$ cat src/rtl/object_mover_pkg.sv
// Shared definitions for the sprite mover: screen geometry defaults, velocity width, FSM state encoding.
package object_mover_pkg;

    localparam int SCREEN_W_DEF = 160;
    localparam int SCREEN_H_DEF = 120;
    localparam int VEL_W        = 4;

    typedef enum logic [2:0] {
        ST_INIT  = 3'd0,
        ST_IDLE  = 3'd1,
        ST_ERASE = 3'd2,
        ST_MOVE  = 3'd3,
        ST_DRAW  = 3'd4
    } state_t;

endpackage

$ cat src/rtl/object_mover_coord_wrap_add.sv
// Combinational coordinate step: coord + signed velocity, wrapped once into 0..LIMIT-1.
module coord_wrap_add
    import object_mover_pkg::*;
#(
    parameter int W     = 8,
    parameter int LIMIT = 160
) (
    input  logic [W-1:0]     coord,
    input  logic [VEL_W-1:0] vel,
    output logic [W-1:0]     result
);

    localparam logic signed [W+1:0] LIM = (W+2)'(LIMIT);

    logic signed [W+1:0] sum;

    // Two guard bits hold both the negative and the >= LIMIT overshoot; |vel| < LIMIT so one correction is enough.
    always_comb begin
        sum = $signed({2'b00, coord}) + $signed({{(W+2-VEL_W){vel[VEL_W-1]}}, vel});
        if (sum[W+1]) begin
            result = W'(sum + LIM);
        end else if (sum >= LIM) begin
            result = W'(sum - LIM);
        end else begin
            result = sum[W-1:0];
        end
    end

endmodule

$ cat src/rtl/object_mover.sv
// Moves one sprite per accepted tick: erase at old position, step with wrap, redraw via draw-engine req/ack.
// Optional macro OBJECT_MOVER_OVERRUN_EN adds overrun_cnt, a saturating count of ticks dropped while busy.
module object_mover
    import object_mover_pkg::*;
#(
    parameter int SCREEN_W = SCREEN_W_DEF,
    parameter int SCREEN_H = SCREEN_H_DEF,
    parameter int X_W      = 8,
    parameter int Y_W      = 7,
    parameter int X_INIT   = 80,
    parameter int Y_INIT   = 60
) (
    input  logic             clk,
    input  logic             reset_n,
    input  logic             tick,
    input  logic             enable,
    input  logic [VEL_W-1:0] vel_x,
    input  logic [VEL_W-1:0] vel_y,
    output logic             draw_req,
    output logic             draw_erase,
    output logic [X_W-1:0]   draw_x,
    output logic [Y_W-1:0]   draw_y,
    input  logic             draw_ack,
    output logic [X_W-1:0]   pos_x,
    output logic [Y_W-1:0]   pos_y,
`ifdef OBJECT_MOVER_OVERRUN_EN
    output logic [7:0]       overrun_cnt,
`endif
    output logic             busy
);

    state_t         state;
    logic [X_W-1:0] next_x;
    logic [Y_W-1:0] next_y;

    coord_wrap_add #(.W(X_W), .LIMIT(SCREEN_W)) u_wrap_x (
        .coord  (pos_x),
        .vel    (vel_x),
        .result (next_x)
    );

    coord_wrap_add #(.W(Y_W), .LIMIT(SCREEN_H)) u_wrap_y (
        .coord  (pos_y),
        .vel    (vel_y),
        .result (next_y)
    );

    // Request fields are only loaded on entry to ERASE/DRAW, so they stay frozen while draw_req is high.
    always_ff @(posedge clk or negedge reset_n) begin
        if (!reset_n) begin
            state      <= ST_INIT;
            pos_x      <= X_W'(X_INIT);
            pos_y      <= Y_W'(Y_INIT);
            draw_req   <= 1'b0;
            draw_erase <= 1'b0;
            draw_x     <= X_W'(X_INIT);
            draw_y     <= Y_W'(Y_INIT);
            busy       <= 1'b1;
        end else begin
            case (state)
                ST_INIT: begin
                    state      <= ST_DRAW;
                    draw_req   <= 1'b1;
                    draw_erase <= 1'b0;
                    draw_x     <= pos_x;
                    draw_y     <= pos_y;
                end
                ST_IDLE: begin
                    if (tick && enable) begin
                        state      <= ST_ERASE;
                        draw_req   <= 1'b1;
                        draw_erase <= 1'b1;
                        draw_x     <= pos_x;
                        draw_y     <= pos_y;
                        busy       <= 1'b1;
                    end
                end
                ST_ERASE: begin
                    if (draw_ack) begin
                        state    <= ST_MOVE;
                        draw_req <= 1'b0;
                    end
                end
                ST_MOVE: begin
                    state      <= ST_DRAW;
                    pos_x      <= next_x;
                    pos_y      <= next_y;
                    draw_req   <= 1'b1;
                    draw_erase <= 1'b0;
                    draw_x     <= next_x;
                    draw_y     <= next_y;
                end
                ST_DRAW: begin
                    if (draw_ack) begin
                        state    <= ST_IDLE;
                        draw_req <= 1'b0;
                        busy     <= 1'b0;
                    end
                end
                default: begin
                    state    <= ST_INIT;
                    draw_req <= 1'b0;
                    busy     <= 1'b1;
                end
            endcase
        end
    end

`ifdef OBJECT_MOVER_OVERRUN_EN
    // Any tick outside IDLE is a drop regardless of enable; an accepted tick starts a fresh count.
    always_ff @(posedge clk or negedge reset_n) begin
        if (!reset_n) begin
            overrun_cnt <= 8'd0;
        end else if (state == ST_IDLE) begin
            if (tick && enable) begin
                overrun_cnt <= 8'd0;
            end
        end else if (tick && (overrun_cnt != 8'hFF)) begin
            overrun_cnt <= overrun_cnt + 8'd1;
        end
    end
`endif

endmodule
$ cat config.mk
export PLATFORM = sky130hd
export DESIGN_NAME = object_mover
export DESIGN_NICKNAME = d
export VERILOG_FILES = /design/src/rtl/object_mover_pkg.sv /design/src/rtl/object_mover_coord_wrap_add.sv /design/src/rtl/object_mover.sv
export SDC_FILE = /design/constraint.sdc
export NUM_CORES = 1
export LEC_CHECK = 0
export ABC_AREA = 1
export CAP_MARGIN = 25
export CORE_ASPECT_RATIO = 0.8
export CORE_MARGIN = 2
export CORE_UTILIZATION = 54
export CTS_CLUSTER_DIAMETER = 80
export DETAILED_ROUTE_END_ITERATION = 6
export PLACE_DENSITY_LB_ADDON = 0.3
export SETUP_SLACK_MARGIN = 0.3
export SYNTH_ARGS = -nofsm -noshare
export SYNTH_HDL_FRONTEND = slang
export SYNTH_SLANG_ARGS = --single-unit
$ cat constraint.sdc
create_clock -name clk -period 2.9 [get_ports clk]
set_input_delay 0.87 -clock clk [delete_from_list [all_inputs] [get_ports clk]]
set_output_delay 0.87 -clock clk [all_outputs]
set_load 0.01 [all_outputs]
Word-level counts from Yosys, hierarchy flattened

Index checks and enable logic that the tools add are counted.

$add $sub $neg: 6
$lt $le $gt $ge: 2
Eq/ne operators: 8
Muxes and demuxes: 17
Bitwise gates (word level): 1
Reductions and logical operators: 12

Operators by type and width:

| cell                                                 | count |
|---|---|
| 2-to-1 mux 8 bit                                     | 3 |
| case mux 8 bit (3 select lines)                      | 1 |
| 2-to-1 mux 7 bit                                     | 3 |
| case mux 7 bit (3 select lines)                      | 1 |
| case mux 3 bit (4 select lines)                      | 1 |
| adder 9 x 4 -> 10 bit                                | 1 |
| >= comparator 10 x 9 -> 1 bit, second input constant | 1 |
| adder 8 x 4 -> 9 bit                                 | 1 |
| >= comparator 9 x 8 -> 1 bit, second input constant  | 1 |
| 2-to-1 mux 3 bit                                     | 3 |
| adder 8 bit, second input constant                   | 1 |
| subtractor 8 bit, second input constant              | 1 |
| adder 7 x 4 -> 7 bit, second input constant          | 1 |
| subtractor 7 x 4 -> 7 bit, second input constant     | 1 |
| == test 3 x 2 -> 1 bit, second input constant        | 2 |
| != test 2 bit, second input constant                 | 3 |
| case mux 1 bit (3 select lines)                      | 2 |
| AND reduction 2 bit                                  | 3 |
| AND reduction 3 bit                                  | 2 |
| OR reduction 2 bit                                   | 2 |
| == test 3 x 1 -> 1 bit, second input constant        | 1 |
| == test 3 bit, second input constant                 | 1 |
| zero test 3 bit                                      | 1 |
| nonzero test 3 bit                                   | 1 |
| other kinds (7)                                      | 8 |

Register bits after elaboration: 36
Input port bits: 13

Longest topological paths before layout

Gate-level depths: netlist of run 1.

Word-level depth: 5
Gate-level depth with buffers: 18
Gate-level depth less buffers: 18

Hierarchy

Synthesis of run 1 repeated with hierarchy kept, for this count alone.

Cell total of the unflattened synthesis: 387
Area total of the unflattened synthesis: 2835.2 um^2

Modules (own cells, without submodules):

| module                     | instances | cells an instance | area an instance (um^2) |
|---|---|---|---|
| object_mover               | 1         | 173               | 1594.0 |
| coord_wrap_add at u_wrap_x | 1         | 113               | 633.1 |
| coord_wrap_add at u_wrap_y | 1         | 101               | 608.1 |

Least setup slack after synthesis of run 1

No wires, ideal clock.

Path type: input-to-reg
Start point: input vel_y[0]
End point: register draw_y[3]
Setup time: 0.076 ns
Data arrival time: 2.896 ns
Data required time: 2.824 ns
Setup slack: -0.072 ns
Stages on the path: 16
Buffers on the path: 0
Cell sequence: ha_1 -> fa_1 -> nand3_1 -> nand3_2 -> xor2_2 -> inv_1 -> ha_1 -> nand3_1 -> nor2_2 -> nor2_4 -> nand2_4 -> nor2_4 -> xor2_2 -> nand2_1 -> nand3_1 -> nand2_1

Word-level cells in the longest chain between the ends: 5
Elaborated cells between the ends (all ways): 7
Those cells by class: 3 x add/sub; 1 x order compare; 3 x mux

RTL lines:

| item                                                                             | RTL line                                                             | source |
|---|---|---|
| start, declared                                                                  | object_mover.sv:18                                                   | `input logic [VEL_W-1:0] vel_y,` |
| adder 8 x 4 -> 9 bit *                                                           | object_mover_coord_wrap_add.sv:19                                    | `sum = $signed({2'b00, coord}) + $signed({{(W+2-VEL_W){vel[VEL_W-1]}}, vel});` |
| >= comparator 9 x 8 -> 1 bit / subtractor 7 x 4 -> 7 bit (equally long branches) | object_mover_coord_wrap_add.sv:22, object_mover_coord_wrap_add.sv:23 |  |
| 2-to-1 mux 7 bit                                                                 | object_mover_coord_wrap_add.sv:22                                    | `end else if (sum >= LIM) begin` |
| 2-to-1 mux 7 bit *                                                               | object_mover_coord_wrap_add.sv:20                                    | `if (sum[W+1]) begin` |
| case mux 7 bit (3 select lines) *                                                | object_mover.sv:60                                                   | `case (state)` |
| end signal, assigned                                                             | object_mover.sv:57                                                   | `draw_y <= Y_W'(Y_INIT);` |
| end signal, assigned                                                             | object_mover.sv:66                                                   | `draw_y <= pos_y;` |
| end signal, assigned                                                             | object_mover.sv:74                                                   | `draw_y <= pos_y;` |
| end, declared                                                                    | object_mover.sv:22                                                   | `output logic [Y_W-1:0] draw_y,` |

Mark *: on every way between the ends. The rest lies on a longest branch, timed or not.
A chain may end at the register's enable or synchronous reset.

Final worst setup path of run 1

Start point: input vel_x[0]
End point: register draw_x[6]

Word-level cells in the longest chain between the ends: 5
Elaborated cells between the ends (all ways): 7
Those cells by class: 3 x add/sub; 1 x order compare; 3 x mux

RTL lines:

| item                                                                     | RTL line                                                             | source |
|---|---|---|
| start, declared                                                          | object_mover.sv:17                                                   | `input logic [VEL_W-1:0] vel_x,` |
| adder 9 x 4 -> 10 bit *                                                  | object_mover_coord_wrap_add.sv:19                                    |  |
| subtractor 8 bit / >= comparator 10 x 9 -> 1 bit (equally long branches) | object_mover_coord_wrap_add.sv:23, object_mover_coord_wrap_add.sv:22 |  |
| 2-to-1 mux 8 bit                                                         | object_mover_coord_wrap_add.sv:22                                    |  |
| 2-to-1 mux 8 bit *                                                       | object_mover_coord_wrap_add.sv:20                                    |  |
| case mux 8 bit (3 select lines) *                                        | object_mover.sv:60                                                   |  |
| end signal, assigned                                                     | object_mover.sv:56                                                   | `draw_x <= X_W'(X_INIT);` |
| end signal, assigned                                                     | object_mover.sv:65                                                   | `draw_x <= pos_x;` |
| end signal, assigned                                                     | object_mover.sv:73                                                   | `draw_x <= pos_x;` |
| end, declared                                                            | object_mover.sv:21                                                   | `output logic [X_W-1:0] draw_x,` |

Marked as above.

==> flow_summary.toml, run 1 <==
[timing]
slew_headroom = 0.576
slew_violations = 0
finClkSkew_ns = 0.00898
setup-violations-final = 0
layout_min_cycle_time_ns = 2.75
rsz0062_at_grt = "yes"
fmax_ghz = 0.364
setup_tns_ns = 0
whs_ns = 0.471
report.final.hold_viol_count = 0
worstMarginPinSlew_ns = 0.630
min_period_over_period = 0.948

[final_layout]
fin_area_um2 = 4110
antenna_cells = 0
nNetsFinal = 516
n_fill_cell = 286
drive_gt1_frac = 0.358
syn_to_final_growth_pct = 49.8

[status]
status = "finished, final reports clean"

[cts]
root_buffer = "clkbuf_8"
cts_buffer_depth = 2
tritoncts = "done"
cts.sinks = 36
clk_latency_ns = 0.28
htreeDepth = 2
cts_buffers = 5
path_clk_slew_ns = 0.07

[floorplan]
die_height_um = 67.7
start_util = 0.554
fp-row-count = 23
die-width_um = 83.7
core_um2 = 4950
die_area_um2 = 5670
ioPinCount = 46

[synthesis]
synthFlopType = "dfrtp_1"
syn_area_per_cell_um2 = 7.31
async_reset_ff_frac = 1.00
ys.warnings.count = 0
ys_ff_latch = 36
synth-seq-area-share = 0.335
synth-edff-count = 0
synth_nets = 411
synth_cell_type_count = 34
synthCells = 375
netlist_area_um2 = 2740

[global_route]
grt_pass1_wl_um = 12700
grt_use_total = 0.282
first_global_vias = 2709
grt.overflow.total = 0
grt_max_degree = 37
antenna_found_initial = 0

[critical_path]
worstSetupStartpointType = "input port"
slowest_delay_ns = 0.39
cp_common_cell = "nand2_1"
end_kind = "flip-flop"
reg2reg_from = "pos_x[0]"
crit_required_ns = 3.12
worstSetupStartpoint = "vel_x[0]"
arrival_ns = 2.97
crit_type = "in2reg"
cp_max_fo = 4
path_cells = "buf_6 -> ha_4 -> fa_2 -> nand3_2 -> nand3_2 -> buf_4 -> nand4_1 -> nand2_1 -> nand2_1 -> nand2_1 -> inv_1 -> nand2_2 -> inv_1 -> nand2_1 -> nand3_2 -> nand3_1 -> nand2_1 -> nand2_1 -> nand2_1"
cp_slowest_cell = "fa_2"

[placed_design]
dpl_cell_area_um2 = 3630
port_buffers = 45
dp_hpwl_um = 5530
place_congestion = 0.869

[drt]
routed_wl_um = 8580
drt-pass1-iter-count = 5
viasPerCell = 5.44
wl_per_cell_um = 15.8
post-route-drc-count = 0
drt_iter0_drc = 202
routed-via-count = 2955
drtAntennaViolNets = 0

[power]
peakVddDrop_v = 0.000964
p_per_area_nw_per_um2 = 1430
total_power_mw = 5.88
power.leakage_nw = 2.04

[hold_path]
worstHoldStart = "draw_x[4]"
holdCritPathClass = "reg2reg"

[run]
cap_violations = 0
[cell usage in the layout (no fill, tap or decap), drive strengths merged]
cell           netlist  routed
nand2              146     146
buf                  3      61
inv                 50      50
clkdlybuf4s50        0      37
nand3               36      36
nor2                25      25
dfrtp               23      23
ha                  21      21
dfstp               13      13
o21ai               12      12
clkbuf               2      11
a21oi                9       9
nand4                7       7
a31oi                6       6
xor2                 6       6
xnor2                4       4
or2                  3       3
fa                   2       2
dlygate4sd2          0       2
nor3                 2       2
and2                 2       2
a21boi               1       1
nand3b               1       1
o21bai               1       1
[worst paths after layout]
kind,end,slack (ns),cells past startpoint
max reg2reg,draw_x[6],0.35,18
max,draw_x[6],0.15,19
min reg2reg,draw_x[4],0.47,2
min,draw_x[4],0.47,2
max in group asynchronous,busy,1.52,2
min in group asynchronous,pos_x[0],1.01,2
[critical path, delay by kind of cell]
family	cells	cell delay, ns
buf+inv	4	0.46
fa+ha+maj	2	0.55
simple gates	13	1.09
[power by group]
part | internal (mW) | total (mW) | switching (mW)
registers | 0.828 | 1.07 | 0.243
logic | 2.08 | 4.42 | 2.35
clock network | 0.217 | 0.389 | 0.172
total | 3.12 | 5.88 | 2.76
[flip-flops by register name (all words and copies together), names as in the netlist]
name,count
busy,1
draw_erase,1
draw_req,1
draw_x,8
draw_y,7
pos_x,8
pos_y,7
state,3
[routing by layer]
layer	vias up	global-route usage	routed length [µm]
met4	0	0.0585	113
met1	1389	0.389	3690
met3	18	0.0526	685
met5	-	0	0
met2	150	0.472	4090
li1	1398	-	-
[through the flow]
stage / util / setup slack [ns] / cells
3_3_place_gp: 0.734 / -0.389 / 522
6_report: 0.830 / 0.152 / 543
5_1_grt: 0.830 / 0.0451 / 543
2_1_floorplan: - / 0.0338 / 375
4_1_cts: 0.794 / 0.272 / 538
3_5_place_dp: 0.734 / -0.494 / 522
[Yosys cell counts, types with 3 or more instances]
master   count  share of area
nand3_1     29          0.053
a21oi_1      8          0.015
a31oi_1      6          0.014
nand3_2      7          0.026
dfstp_2     13           0.12
nand2_2     11          0.025
inv_1       46          0.063
xor2_1       4          0.013
nand4_1      6          0.014
inv_2        4         0.0055
dfrtp_1     23           0.21
nor2_1      19          0.026
ha_1        21          0.096
or2_2        3         0.0068
nor2_2       4         0.0091
xnor2_1      4          0.013
nand2_4      3          0.012
nand2_1    132           0.18
o21ai_0     10          0.018
[logic make-up (layout without fill, tap and decap cells)]
logic type,Yosys count,after routing,synth area share
AOI/OAI and AO/OA,29,29,0.0589
and+or+nand+nor,222,222,0.378
adders and majority gates,23,23,0.110
xor gates and xnor gates,10,10,0.0374
buffers and inverters,55,161,0.0808
DFF,36,36,0.335
[cell type report]
type	instances	area (µm²)	area share
clock buffers	8	100	0.0244
inverters	50	188	0.0457
multi-input cells	284	1950	0.476
flip-flops and latches	36	917	0.223
well taps	62	77.6	0.0189
repair buffers	103	870	0.212
[timing repair]
action,in CTS,in global routing
pin swaps,24,19
setup buffers,8,5
gates resized for setup,45,36
hold buffers,0,0
setup endpoints to repair,14,14
gates cloned,0,0
hold endpoints to repair,0,0
Note: power is estimated with default switching activity, not from simulation.
==> inputs of run 2 (changes only) <==
==> constraint.sdc (replaced) <==
create_clock -name clk -period 2.9 [get_ports clk]
set_input_delay 0.87 -clock clk [delete_from_list [all_inputs] [get_ports clk]]
set_output_delay 0.87 -clock clk [all_outputs]
set_load 0.05 [all_outputs]
==> results of run 2 <==
Same layout as run 1 (identical final DEF). Status: finished, final reports clean.
Power of run 2 is not shown: default switching activity piles up to over one toggle a cycle in this logic, so the estimate is an artifact.
==> inputs of run 3 (changes only) <==
Settings changed: REMOVE_ABC_BUFFERS set to 1.
==> run 3 against run 2 <==
Via count shrank 0.34%. Wire length decreased by 1.4%. Critical path depth decreased by 3. Die area unchanged. Register-to-register slack gained 0.10 ns. Global-route usage decreased by 0.75 points. Clock-buffer cell count unchanged. First-iteration DRC count rose by 31%. Worst setup slack better by 0.10 ns. Core utilization is 1.0 points lower.
==> flow_summary.toml, run 3 (same netlist as run 1, synthesis figures left out) <==
[placed_design]
place_inst = 518
pre_cts_slack_ns = -0.480
dp_hpwl_um = 5360
place_congestion = 0.971
port_buffers = 45

[global_route]
grt_pass1_wl_um = 12300
grt_util_met3 = 0.0452
met2_usage = 0.477
first_global_vias = 2721
grt.overflow.total = 0
grt_max_degree = 37
antenna_found_initial = 0
grt_use_total = 0.274
grt_use_met1 = 0.366
busiest_layer = "met2"

[cts]
root_buffer = "clkbuf_8"
cts_buffer_depth = 2
clk_latency_ns = 0.29
htreeDepth = 2
cts_hold_buffers = 0
cts_buffers = 5
path_clk_slew_ns = 0.07
tritoncts = "done"
cts.sinks = 36

[drt]
post-route-drc-count = 0
drtAntennaViolNets = 0
routed_wl_um = 8450
drt_iter0_drc = 264
routed-via-count = 2945
viasPerCell = 5.49
drt-pass1-iter-count = 5
wl_per_cell_um = 15.8

[critical_path]
cp_max_fo = 4
end_kind = "flip-flop"
worstSetupStartpointType = "input port"
crit_required_ns = 3.12
arrival_ns = 2.86
crit_type = "in2reg"

[floorplan]
die-width_um = 83.7
ioPinCount = 46
start_util = 0.554
core_um2 = 4950
die_height_um = 67.7
die_area_um2 = 5670
fp-row-count = 23

[status]
status = "finished, final reports clean"

[final_layout]
fin_util = 0.819
reg.largest.list = "draw_x x8, pos_x x8"
mostFrequentLayoutCells = "nand2_1, buf_4, inv_1"
nNetsFinal = 509
final_common_cell = "nand2_1"
finalNonFillerCells = 536
drive_gt1_frac = 0.361
syn_to_final_growth_pct = 47.9
antenna_cells = 0

[timing]
report.final.hold_viol_count = 0
setup_ws_ns = 0.255
slew_headroom = 0.618
layout_min_cycle_time_ns = 2.65
rsz0062_at_grt = "yes"
setup-violations-final = 0
finClkSkew_ns = 0.00872
fmax_ghz = 0.378
worstMarginPinSlew_ns = 0.572
whs_ns = 0.468
min_period_over_period = 0.912
slew_violations = 0

[hold_path]
holdCritPathClass = "reg2reg"

[run]
cap_violations = 0
[run 3: metrics by stage]
step	instance area, µm²	TNS (ns)
3_5_place_dp	3540	-5.54
6_report	4060	0
2_1_floorplan	2710	-0.578
4_1_cts	3860	0
5_1_grt	4060	0
3_3_place_gp	3540	-5.01
[run 3: timing repair]
item / CTS / global route
setup buffers: 6 / 4
resized for setup: 56 / 48
gates cloned: 0 / 0
pin swaps: 23 / 21
endpoints found under the setup margin: 14 / 14
[run 3: critical path, cell delays in order]
cell and delay [ns]:
buf_6 0.10, ha_4 0.15, fa_2 0.36, nand3_2 0.08
nand3_2 0.08, xor2_2 0.17, inv_2 0.10, ha_4 0.15
nand3_4 0.07, nor2_4 0.13, nor2_4 0.04, nand2_4 0.08
nor2_4 0.05, xor2_2 0.14, buf_4 0.14, a21boi_2 0.15
[run 3: worst paths after layout]
check                           startpoint         to  slack (ns)  cells past startpoint
worst max-delay path              vel_y[0]   pos_y[3]        0.25                     16
worst min-delay path             draw_y[5]  draw_y[5]        0.47                      2
worst max register to register    pos_y[0]   pos_y[3]        0.45                     15
worst min register to register   draw_y[5]  draw_y[5]        0.47                      2
max in group asynchronous          reset_n   pos_y[4]        1.54                      2
min in group asynchronous          reset_n   pos_y[1]        0.99                      2
[run 3: routing by layer]
| layer | vias to the layer above | wire length [µm] |
|---|---|---|
| met5 | - | 0 |
| met3 | 15 | 630 |
| met1 | 1388 | 3680 |
| met2 | 160 | 4020 |
| li1 | 1382 | - |
| met4 | 0 | 124 |
[run 3: layout make-up]
| class | count | area, µm² |
|---|---|---|
| multi-input combinational | 284 | 1960 |
| sequential | 36 | 917 |
| fill | 286 | 895 |
| timing repair buffer | 96 | 832 |
| inverter | 50 | 188 |
| clock buffer | 8 | 80.1 |
| tap | 62 | 77.6 |
Power of run 3 is left out for the same reason.
